==> src/rtl/gerador_serial_pkg.sv <==
// gerador_serial_pkg: shared state encoding, run limit and length helpers
package gerador_serial_pkg;
  typedef enum logic [1:0] {IDLE, SHIFT, DONE} state_t;
  localparam int RUN_MAX = 3;
  function automatic int len_width(int w);
    return $clog2(w + 1);
  endfunction
  function automatic int clamp_len(int l, int w);
    return (l > w) ? w : l;
  endfunction
endpackage

==> src/rtl/gerador_serial_if.sv <==
// gerador_serial_if: frame request and serial/check outputs of the pattern transmitter
interface gerador_serial_if import gerador_serial_pkg::*; #(parameter int WIDTH = 8);
  localparam int LW = len_width(WIDTH);
  logic             start;
  logic [WIDTH-1:0] data;
  logic [LW-1:0]    len;
  logic             ready;
  logic             x;
  logic             x_valid;
  logic             exp_y;
  logic             done;
  logic [7:0]       hit_count;
  modport master(output start, data, len, input ready, x, x_valid, exp_y, done, hit_count);
  modport slave(input start, data, len, output ready, x, x_valid, exp_y, done, hit_count);
endinterface

==> src/rtl/registrador_deslocamento.sv <==
// registrador_deslocamento: load/shift-left register exposing its MSB
module registrador_deslocamento #(parameter int WIDTH = 8) (
  input  logic             clk,
  input  logic             rst_n,
  input  logic             i_load,
  input  logic             i_shift,
  input  logic [WIDTH-1:0] i_d,
  output logic             o_msb
);
  logic [WIDTH-1:0] r_q;
  always_ff @(posedge clk or negedge rst_n)
    if (!rst_n) r_q <= '0;
    else if (i_load) r_q <= i_d;
    else if (i_shift) r_q <= r_q << 1;
  assign o_msb = r_q[WIDTH-1];
endmodule

==> src/rtl/gerador_serial.sv <==
// gerador_serial: MSB-first serial frame transmitter with expected run-of-ones detect flag
module gerador_serial import gerador_serial_pkg::*; #(parameter int WIDTH = 8) (
  input logic           clk,
  input logic           rst_n,
  gerador_serial_if.slave bus
);
  localparam int LW = len_width(WIDTH);
  state_t        r_state, w_next;
  logic [LW-1:0] r_cnt, w_lc;
  logic [1:0]    r_rc;
  logic [7:0]    r_hit;
  logic          r_x, r_xv, r_done, w_accept, w_shift, w_msb, w_y;
  assign w_lc     = LW'(clamp_len(int'(bus.len), WIDTH));
  assign w_accept = (r_state == IDLE) && bus.start;
  assign w_shift  = (r_state == SHIFT);
  assign w_y      = r_x && (r_rc == 2'(RUN_MAX));
  // first bit goes straight to r_x, so the register holds the remaining bits
  registrador_deslocamento #(.WIDTH(WIDTH)) u_sr (
    .clk    (clk),
    .rst_n  (rst_n),
    .i_load (w_accept),
    .i_shift(w_shift),
    .i_d    (bus.data << 1),
    .o_msb  (w_msb)
  );
  always_comb begin
    w_next = r_state;
    case (r_state)
      IDLE:    w_next = bus.start ? ((w_lc != '0) ? SHIFT : DONE) : IDLE;
      SHIFT:   w_next = (r_cnt == LW'(1)) ? DONE : SHIFT;
      default: w_next = IDLE;
    endcase
  end
  always_ff @(posedge clk or negedge rst_n)
    if (!rst_n) begin
      r_state <= IDLE;
      r_cnt   <= '0;
      r_x     <= 1'b0;
      r_xv    <= 1'b0;
      r_done  <= 1'b0;
      r_rc    <= '0;
      r_hit   <= '0;
    end else begin
      r_state <= w_next;
      r_cnt   <= w_accept ? w_lc : (w_shift ? r_cnt - LW'(1) : r_cnt);
      r_xv    <= (w_next == SHIFT);
      r_x     <= (w_next == SHIFT) && (w_accept ? bus.data[WIDTH-1] : w_msb);
      r_done  <= (w_next == DONE);
      r_rc    <= r_x ? ((r_rc == 2'(RUN_MAX)) ? r_rc : r_rc + 2'd1) : 2'd0;
      r_hit   <= w_accept ? '0 : ((w_y && r_hit != 8'hFF) ? r_hit + 8'd1 : r_hit);
    end
  assign bus.ready     = (r_state == IDLE);
  assign bus.x         = r_x;
  assign bus.x_valid   = r_xv;
  assign bus.exp_y     = w_y;
  assign bus.done      = r_done;
  assign bus.hit_count = r_hit;
endmodule
==> src/flat_wrapper.sv <==
// flat-port wrapper written by rule: the top's interface ports become plain ports
module gerador_serial_flat import gerador_serial_pkg::*;
#(parameter int WIDTH = 8)
  (clk, rst_n, bus_start, bus_data, bus_len, bus_ready, bus_x, bus_x_valid, bus_exp_y, bus_done, bus_hit_count);
  gerador_serial_if #(.WIDTH(WIDTH)) bus_i ();
  input logic clk;
  input logic rst_n;
  input wire logic [$bits(bus_i.start)-1:0] bus_start;
  input wire logic [$bits(bus_i.data)-1:0] bus_data;
  input wire logic [$bits(bus_i.len)-1:0] bus_len;
  output wire logic [$bits(bus_i.ready)-1:0] bus_ready;
  output wire logic [$bits(bus_i.x)-1:0] bus_x;
  output wire logic [$bits(bus_i.x_valid)-1:0] bus_x_valid;
  output wire logic [$bits(bus_i.exp_y)-1:0] bus_exp_y;
  output wire logic [$bits(bus_i.done)-1:0] bus_done;
  output wire logic [$bits(bus_i.hit_count)-1:0] bus_hit_count;
  assign bus_i.start = bus_start;
  assign bus_i.data = bus_data;
  assign bus_i.len = bus_len;
  assign bus_ready = bus_i.ready;
  assign bus_x = bus_i.x;
  assign bus_x_valid = bus_i.x_valid;
  assign bus_exp_y = bus_i.exp_y;
  assign bus_done = bus_i.done;
  assign bus_hit_count = bus_i.hit_count;
  gerador_serial #(.WIDTH(WIDTH)) u_core (.clk(clk), .rst_n(rst_n), .bus(bus_i));
endmodule
==> config.mk <==
export PLATFORM = sky130hd
export DESIGN_NAME = gerador_serial_flat
export DESIGN_NICKNAME = d
export VERILOG_FILES = /design/src/rtl/gerador_serial_pkg.sv /design/src/rtl/gerador_serial_if.sv /design/src/rtl/registrador_deslocamento.sv /design/src/rtl/gerador_serial.sv /design/src/flat_wrapper.sv
export SDC_FILE = /design/constraint.sdc
export NUM_CORES = 1
export LEC_CHECK = 0
export BUFFER_PORTS_ARGS = -buffer_cell sky130_fd_sc_hd__buf_2
export CAP_MARGIN = 20
export CELL_PAD_IN_SITES_DETAIL_PLACEMENT = 1
export CELL_PAD_IN_SITES_GLOBAL_PLACEMENT = 1
export CORE_MARGIN = 10
export CORE_UTILIZATION = 35
export DETAILED_ROUTE_END_ITERATION = 7
export PLACE_DENSITY = 0.7
export SKIP_CTS_REPAIR_TIMING = 1
export SYNTH_ARGS = -nofsm -noshare
export SYNTH_HDL_FRONTEND = slang
export SYNTH_HIERARCHICAL = 1
export SYNTH_SLANG_ARGS = --single-unit
==> constraint.sdc <==
create_clock -name clk -period 5.34 [get_ports clk]
set_clock_uncertainty 0.05 [all_clocks]
set_input_delay 0.267 -clock clk [delete_from_list [all_inputs] [get_ports clk]]
set_output_delay 0.267 -clock clk [all_outputs]
set_load 0.1 [all_outputs]
==> flow_summary.json, run 1 <==
{
  "endpoint": "u_core/r_cnt[1]",
  "dp_slack_ps": 3210,
  "synth_nets": 157,
  "drv_cap": 0,
  "initial_core_util": 0.373,
  "start_kind": "flop",
  "clock_power_share": 0.145,
  "pin_count": 28,
  "layout_setup_ws_ps": 3210,
  "rrSetupSlack_ps": 3210,
  "area_delta_synth_final_pct": 13.6,
  "cts_tree": "yes",
  "grt_pass1_vias": 1184,
  "p_leak_nw": 0.784,
  "synth.avg_cell_area_um2": 10.2,
  "ys_types": 39,
  "slowest_delay_ps": 600,
  "antenna_found_initial": 0,
  "worstReg2RegStart": "u_core/r_state[1]",
  "synthAdderAreaFrac": 0.0356,
  "final_cell_mix": "buf_2 (27), dfrtp_1 (27), nand2_1 (14)",
  "critPathKind": "reg -> reg",
  "worst-path-buf-inv": 1,
  "grt_max_degree": 28,
  "antennaDiodeCount": 0,
  "grt_setup_unrepaired": "false",
  "cts.path.max_buffers": 2,
  "fin_crit_ps": 2130,
  "critPathCaptureType": "flop",
  "power-per-cell-area_mw_per_mm2": 500,
  "p_switching_mw": 0.360,
  "fmax_ghz": 0.470,
  "h-tree-depth": 1,
  "gp_congestion": 0.767,
  "io_buffers": 27,
  "nets": 183,
  "yosysSeqAreaShare": 0.481,
  "synth-compound-area-share": 0.119,
  "drtIter0Drc": 42,
  "grt_use_total": 0.0952,
  "dr_total_vias": 1104,
  "clockRootBuffer": "clkbuf_8",
  "slowest_stage": "inv_1",
  "setup_tns_ps": 0,
  "critPathMaxFanout": 26,
  "crit_arrival_ps": 2250,
  "drive_above_1_share": 0.202,
  "synthSimpleGateAreaFrac": 0.204,
  "hold_viol": 0,
  "cp.required_ps": 5470,
  "power_frac_comb": 0.450,
  "worstMarginPinSlew_ps": 739,
  "dieWidth_um": 83.4,
  "path_depth": 4,
  "remaining_drc_errors": 0,
  "drt-total-wl_mm": 3.31,
  "slew_violations": 0,
  "status": "completed",
  "clk_latency_ps": 270,
  "die_h_um": 83.4,
  "vias_per_cell": 5.23,
  "hp-class": "in -> reg",
  "drtPass1Iterations": 2,
  "finalSetupViolations": 0,
  "synth_top_family_by_area": "simple AND/OR/NAND/NOR gates",
  "grt_overflow_total": 0,
  "rows": 22,
  "p_int_mw": 0.439,
  "hpwl_mm": 2.45,
  "die_area_mm2": 0.00695,
  "r2r-end": "u_core/r_cnt[1]",
  "ant_nets": 0,
  "yosys_warnings": 6,
  "min_period_over_period": 0.398,
  "ys_seq_elements": 27,
  "worstPathCellList": "or3b_1, inv_1, nor3_1, a221oi_1",
  "ir_worst_vdd_mv": 0.228,
  "synth_area_mm2": 0.00141,
  "synthCells": 138,
  "grt_pass1_wl_mm": 5.62,
  "crit_family": "simple AND/OR/NAND/NOR gates",
  "reg2reg_depth": 4,
  "cts_sinks": 27,
  "seq_power_share": 0.405,
  "power_switching_share": 0.450,
  "cts_inserted_buffers": 3,
  "synthXorXnorAreaFrac": 0.0125,
  "core-area_mm2": 0.00377,
  "muxShareOfSynthArea": 0.0864,
  "cp-startpoint": "u_core/r_state[1]",
  "wire_per_inst_um": 15.7,
  "relSlewSlack": 0.507,
  "path_clk_slew_ps": 90
}
-- worst min-delay path by stage --
stage,endpoint,cells past startpoint,startpoint
6_report,u_core/u_sr/r_q[4],3,bus_data[3]
3_5_place_dp,u_core/r_rc[0],1,rst_n
5_1_grt,u_core/u_sr/r_q[4],3,bus_data[3]
4_1_cts,u_core/r_state[1],1,rst_n
3_3_place_gp,u_core/bus.hit_count[2],1,rst_n
2_1_floorplan,u_core/bus.done,0,rst_n
-- synthesized netlist by cell type --
cell type | instances | area, um2
inv_1 | 6 | 22.5
a31oi_1 | 2 | 12.5
dfrtp_1 | 27 | 676
a221oi_1 | 1 | 8.76
clkbuf_1 | 2 | 7.51
o21ai_1 | 7 | 35.0
ha_1 | 4 | 50.1
nand2b_1 | 3 | 18.8
or3b_2 | 1 | 8.76
a21oi_1 | 7 | 35.0
mux2i_1 | 11 | 110
xnor2_1 | 1 | 8.76
o211ai_1 | 1 | 7.51
conb_1 | 1 | 3.75
nand3_1 | 5 | 25.0
o21ai_0 | 4 | 20.0
nand3b_1 | 3 | 22.5
and3_1 | 2 | 12.5
a211oi_1 | 3 | 22.5
mux2_2 | 1 | 11.3
or4_1 | 1 | 7.51
or2b_1 | 1 | 7.51
nor4_1 | 1 | 6.26
nor2_1 | 3 | 11.3
and4b_1 | 1 | 10.0
nor2b_1 | 2 | 12.5
and2_1 | 2 | 12.5
and4_1 | 3 | 26.3
a21boi_0 | 1 | 7.51
buf_4 | 1 | 7.51
buf_6 | 4 | 45.0
or3_1 | 1 | 6.26
nor3_1 | 5 | 25.0
a221o_1 | 1 | 10.0
nand2_1 | 14 | 52.6
a2bb2oi_1 | 1 | 8.76
xor2_1 | 1 | 8.76
nand4_1 | 2 | 12.5
or3b_1 | 1 | 8.76
-- power by group through the flow --
stage                     Combinational (mW)  Clock (mW)  Sequential (mW)
after floorplan                        0.249           0            0.381
after global placement                 0.348           0            0.322
after detailed placement               0.361           0            0.327
after CTS                              0.365       0.121            0.324
after global routing                   0.394       0.134            0.333
final                                  0.359       0.116            0.324
-- sequential cells by signal, summed over array words and instances, names as in the netlist --
name / flops
u_core/r_rc: 2
u_core/r_cnt: 4
u_core/bus.x: 1
u_core/r_state: 2
u_core/bus.hit_count: 8
u_core/bus.x_valid: 1
u_core/bus.done: 1
u_core/u_sr/r_q: 8
-- stage by stage --
step	std cells	cell area [um2]	total power, mW	utilization	hold WS [ps]
2_1_floorplan	138	1410	0.630	-	-78.6
3_3_place_gp	206	1540	0.670	0.408	263
3_5_place_dp	206	1540	0.688	0.408	278
4_1_cts	210	1590	0.811	0.421	-34.9
5_1_grt	211	1600	0.861	0.423	144
6_report	211	1600	0.799	0.423	151
-- worst reg2reg max path, cell delays in order (launching register included) --
cell and delay [ps]:
dfrtp_1 470, or3b_1 540, inv_1 600, nor3_1 130, a221oi_1 230
-- cells by family (layout without fill, tap and decap cells) --
| kind of cell | count (synthesis) | count (layout) |
|---|---|---|
| compound gates | 28 | 28 |
| xor+xnor | 2 | 2 |
| fa+ha+maj | 4 | 4 |
| buf+inv | 13 | 38 |
| flops | 27 | 27 |
| mux | 12 | 12 |
| other cells | 1 | 1 |
| simple gates | 51 | 51 |
-- area by class of cell --
class,count,area (um2)
clock buffers,3,41.3
fillers,426,2170
repair buffers,28,145
multi-input cells,98,647
clock inverters,1,5.00
well taps,48,60.1
flip-flops and latches,27,676
inverters,6,22.5
-- layer usage --
| metal | global-route usage | part of all wire | vias up |
|---|---|---|---|
| li1 | - | - | 540 |
| met1 | 0.110 | 0.45 | 537 |
| met2 | 0.157 | 0.49 | 21 |
| met3 | 0.0352 | 0.046 | 6 |
| met4 | 0.0323 | 0.015 | 0 |
| met5 | 0 | 0 | - |
Power figures use the tool's default switching activity.
==> run 2: changes to the inputs <==
ABC_AREA = 1   (was default)
PLACE_DENSITY = 0.73   (was 0.7)
clock period = 2 ns   (was 5.34 ns; I/O delays follow)
==> run 2 against run 1 <==
Synthesized cell count up 36%; non-clock buffer count up 6; combinational power rose to 3.3 times the previous value; power rose to 2.9 times the previous value; global-route usage up 0.74 points; via count up 18%; clock power rose to 2.8 times the previous value; critical path depth unchanged.
==> flow_summary.json, run 2 <==
{
  "drtPass1Iterations": 3,
  "die_h_um": 84.6,
  "grt_use_met3": 0.0338,
  "placed_area_mm2": 0.00165,
  "worstMarginPinSlew_ps": 625,
  "critPathMaxFanout": 6,
  "grt_pass1_wl_mm": 6.29,
  "power-per-cell-area_mw_per_mm2": 1330,
  "synth_area_mm2": 0.00146,
  "cts_inserted_buffers": 3,
  "grt_use_total": 0.103,
  "grt_overflow_total": 0,
  "cts_sinks": 27,
  "slew_violations": 0,
  "relSlewSlack": 0.584,
  "ys.flop_type": "dfrtp_1",
  "setup_tns_ps": 0,
  "antenna_found_initial": 0,
  "ant_nets": 0,
  "drtIter0Drc": 48,
  "clk_latency_ps": 280,
  "cp.required_ps": 1850,
  "fin_crit_ps": 1640,
  "yosys_warnings": 6,
  "clockRootBuffer": "clkbuf_8",
  "cts.path.max_buffers": 2,
  "busiest_layer": "met2",
  "grt_max_degree": 28,
  "grt_pass1_vias": 1408,
  "ys_seq_elements": 27,
  "layout_setup_ws_ps": 360,
  "p_leak_nw": 0.948,
  "vias_per_cell": 4.79,
  "drv_cap": 0,
  "min_period_over_period": 0.820,
  "synthCells": 187,
  "async_flop_share": 1.00,
  "initial_core_util": 0.362,
  "hpwl_mm": 2.74,
  "nets": 242,
  "core-area_mm2": 0.00403,
  "drive_above_1_share": 0.225,
  "gp_congestion": 0.761,
  "layout_commonest_cell": "nand2_1",
  "finalSetupViolations": 0,
  "h-tree-depth": 1,
  "hold_viol": 0,
  "dp_slack_ps": 424,
  "use_met2": 0.177,
  "area_delta_synth_final_pct": 20.5,
  "fmax_ghz": 0.610,
  "status": "completed",
  "yosysSeqAreaShare": 0.463,
  "antennaDiodeCount": 0,
  "final_cell_mix": "nand2_1 (64), nand3_1 (31), buf_2 (27)",
  "crit_arrival_ps": 1490,
  "ir_worst_vdd_mv": 0.623,
  "die_area_mm2": 0.00716,
  "met1_usage": 0.118,
  "critPathKind": "reg -> out",
  "path_clk_slew_ps": 100,
  "grt_setup_unrepaired": "false",
  "dr_total_vias": 1302,
  "remaining_drc_errors": 0,
  "rows": 23,
  "start_kind": "flop",
  "ys_types": 24,
  "final_area_mm2": 0.00176,
  "wire_per_inst_um": 13.3,
  "synth_nets": 206,
  "synth_area_leaders": "dfrtp_1 (46%), nand2_1 (16%), nand3_1 (11%), inv_1 (4.6%), ha_1 (3.4%)",
  "dieWidth_um": 84.6,
  "io_buffers": 27,
  "drt-total-wl_mm": 3.63,
  "hp-class": "in -> reg",
  "yosysTopAreaCellShare": 0.463,
  "critPathCaptureType": "output port",
  "cts_tree": "yes",
  "synth_edf_count": 0,
  "synth_top_cell_by_area": "dfrtp_1",
  "synth_most_common_cell": "nand2_1",
  "synth.avg_cell_area_um2": 7.81,
  "synth_common_cells": "nand2_1 (64), nand3_1 (31), dfrtp_1 (27), inv_1 (18), nor2_1 (8)",
  "pin_count": 28
}
-- run 2: cell types whose count changed in the layout (fill, tap and decap cells not counted), sizes merged, moves of 4 or more --
cell	previous run	this run
inv	6	22
nand2	14	69
mux2i	11	0
nor3	5	0
o21ai	11	3
a21oi	7	3
nand3	5	31
nor2	3	13
dlygate4sd3	1	6
-- run 2: cells by family (layout without fill, tap and decap cells) --
logic type / after synthesis / after routing / share of synthesized area
flip-flops: 27 / 27 / 0.463
other: 1 / 1 / 0.00257
AO/OA/AOI/OAI: 9 / 9 / 0.0343
AND/OR/NAND/NOR: 116 / 116 / 0.363
buffers and inverters: 26 / 61 / 0.0788
XOR/XNOR: 4 / 4 / 0.0240
adder cells (fa/ha/maj): 4 / 4 / 0.0343
-- run 2: path summary, 6_finish.rpt --
| check | to | slack (ps) | cells past startpoint | start |
|---|---|---|---|---|
| worst max-delay path | bus_exp_y | 360 | 4 | u_core/r_rc[0] |
| worst min-delay path | u_core/u_sr/r_q[5] | 3 | 3 | bus_data[4] |
| worst max register to register | u_core/u_sr/r_q[7] | 430 | 6 | u_core/r_state[1] |
| worst min register to register | u_core/u_sr/r_q[0] | 430 | 2 | u_core/u_sr/r_q[0] |
| max in group asynchronous | u_core/bus.hit_count[1] | 1150 | 2 | rst_n |
| min in group asynchronous | u_core/bus.hit_count[6] | 310 | 2 | rst_n |
-- run 2: cell type report --
| class | instances | area (um2) |
|---|---|---|
| sequential | 27 | 679 |
| clock inverter | 1 | 7.51 |
| inverter | 23 | 91.3 |
| clock buffer | 3 | 41.3 |
| tap | 50 | 62.6 |
| timing repair buffer | 34 | 203 |
| multi-input combinational | 134 | 674 |
| fill | 530 | 2270 |
-- run 2: critical path, cell delays in order, from the launching register on --
cell and delay [ps]:
dfrtp_1 380, ha_1 170, nand2_1 90, inv_2 120
buf_2 440
-- run 2: through the flow --
| stage | hold WS [ps] | power (mW) | cells | utilization |
|---|---|---|---|---|
| finish | 3.17 | 2.34 | 272 | 0.437 |
| global route | 8.43 | 2.53 | 272 | 0.437 |
| global placement | 111 | 2.00 | 262 | 0.410 |
| CTS | -205 | 2.36 | 266 | 0.422 |
| detailed placement | 106 | 2.03 | 262 | 0.410 |
| floorplan | -246 | 1.78 | 187 | - |
-- run 2: power breakdown --
group	leakage [nW]	total [mW]	internal (mW)	switching, mW
clock network	0.0217	0.324	0.142	0.182
logic	0.579	1.17	0.302	0.865
registers	0.347	0.849	0.721	0.127
-- run 2: layer usage --
| layer | vias up | wire [um] |
|---|---|---|
| met5 | - | 0 |
| met4 | 0 | 35 |
| met3 | 5 | 187 |
| met2 | 19 | 1770 |
| met1 | 617 | 1640 |
| li1 | 661 | - |
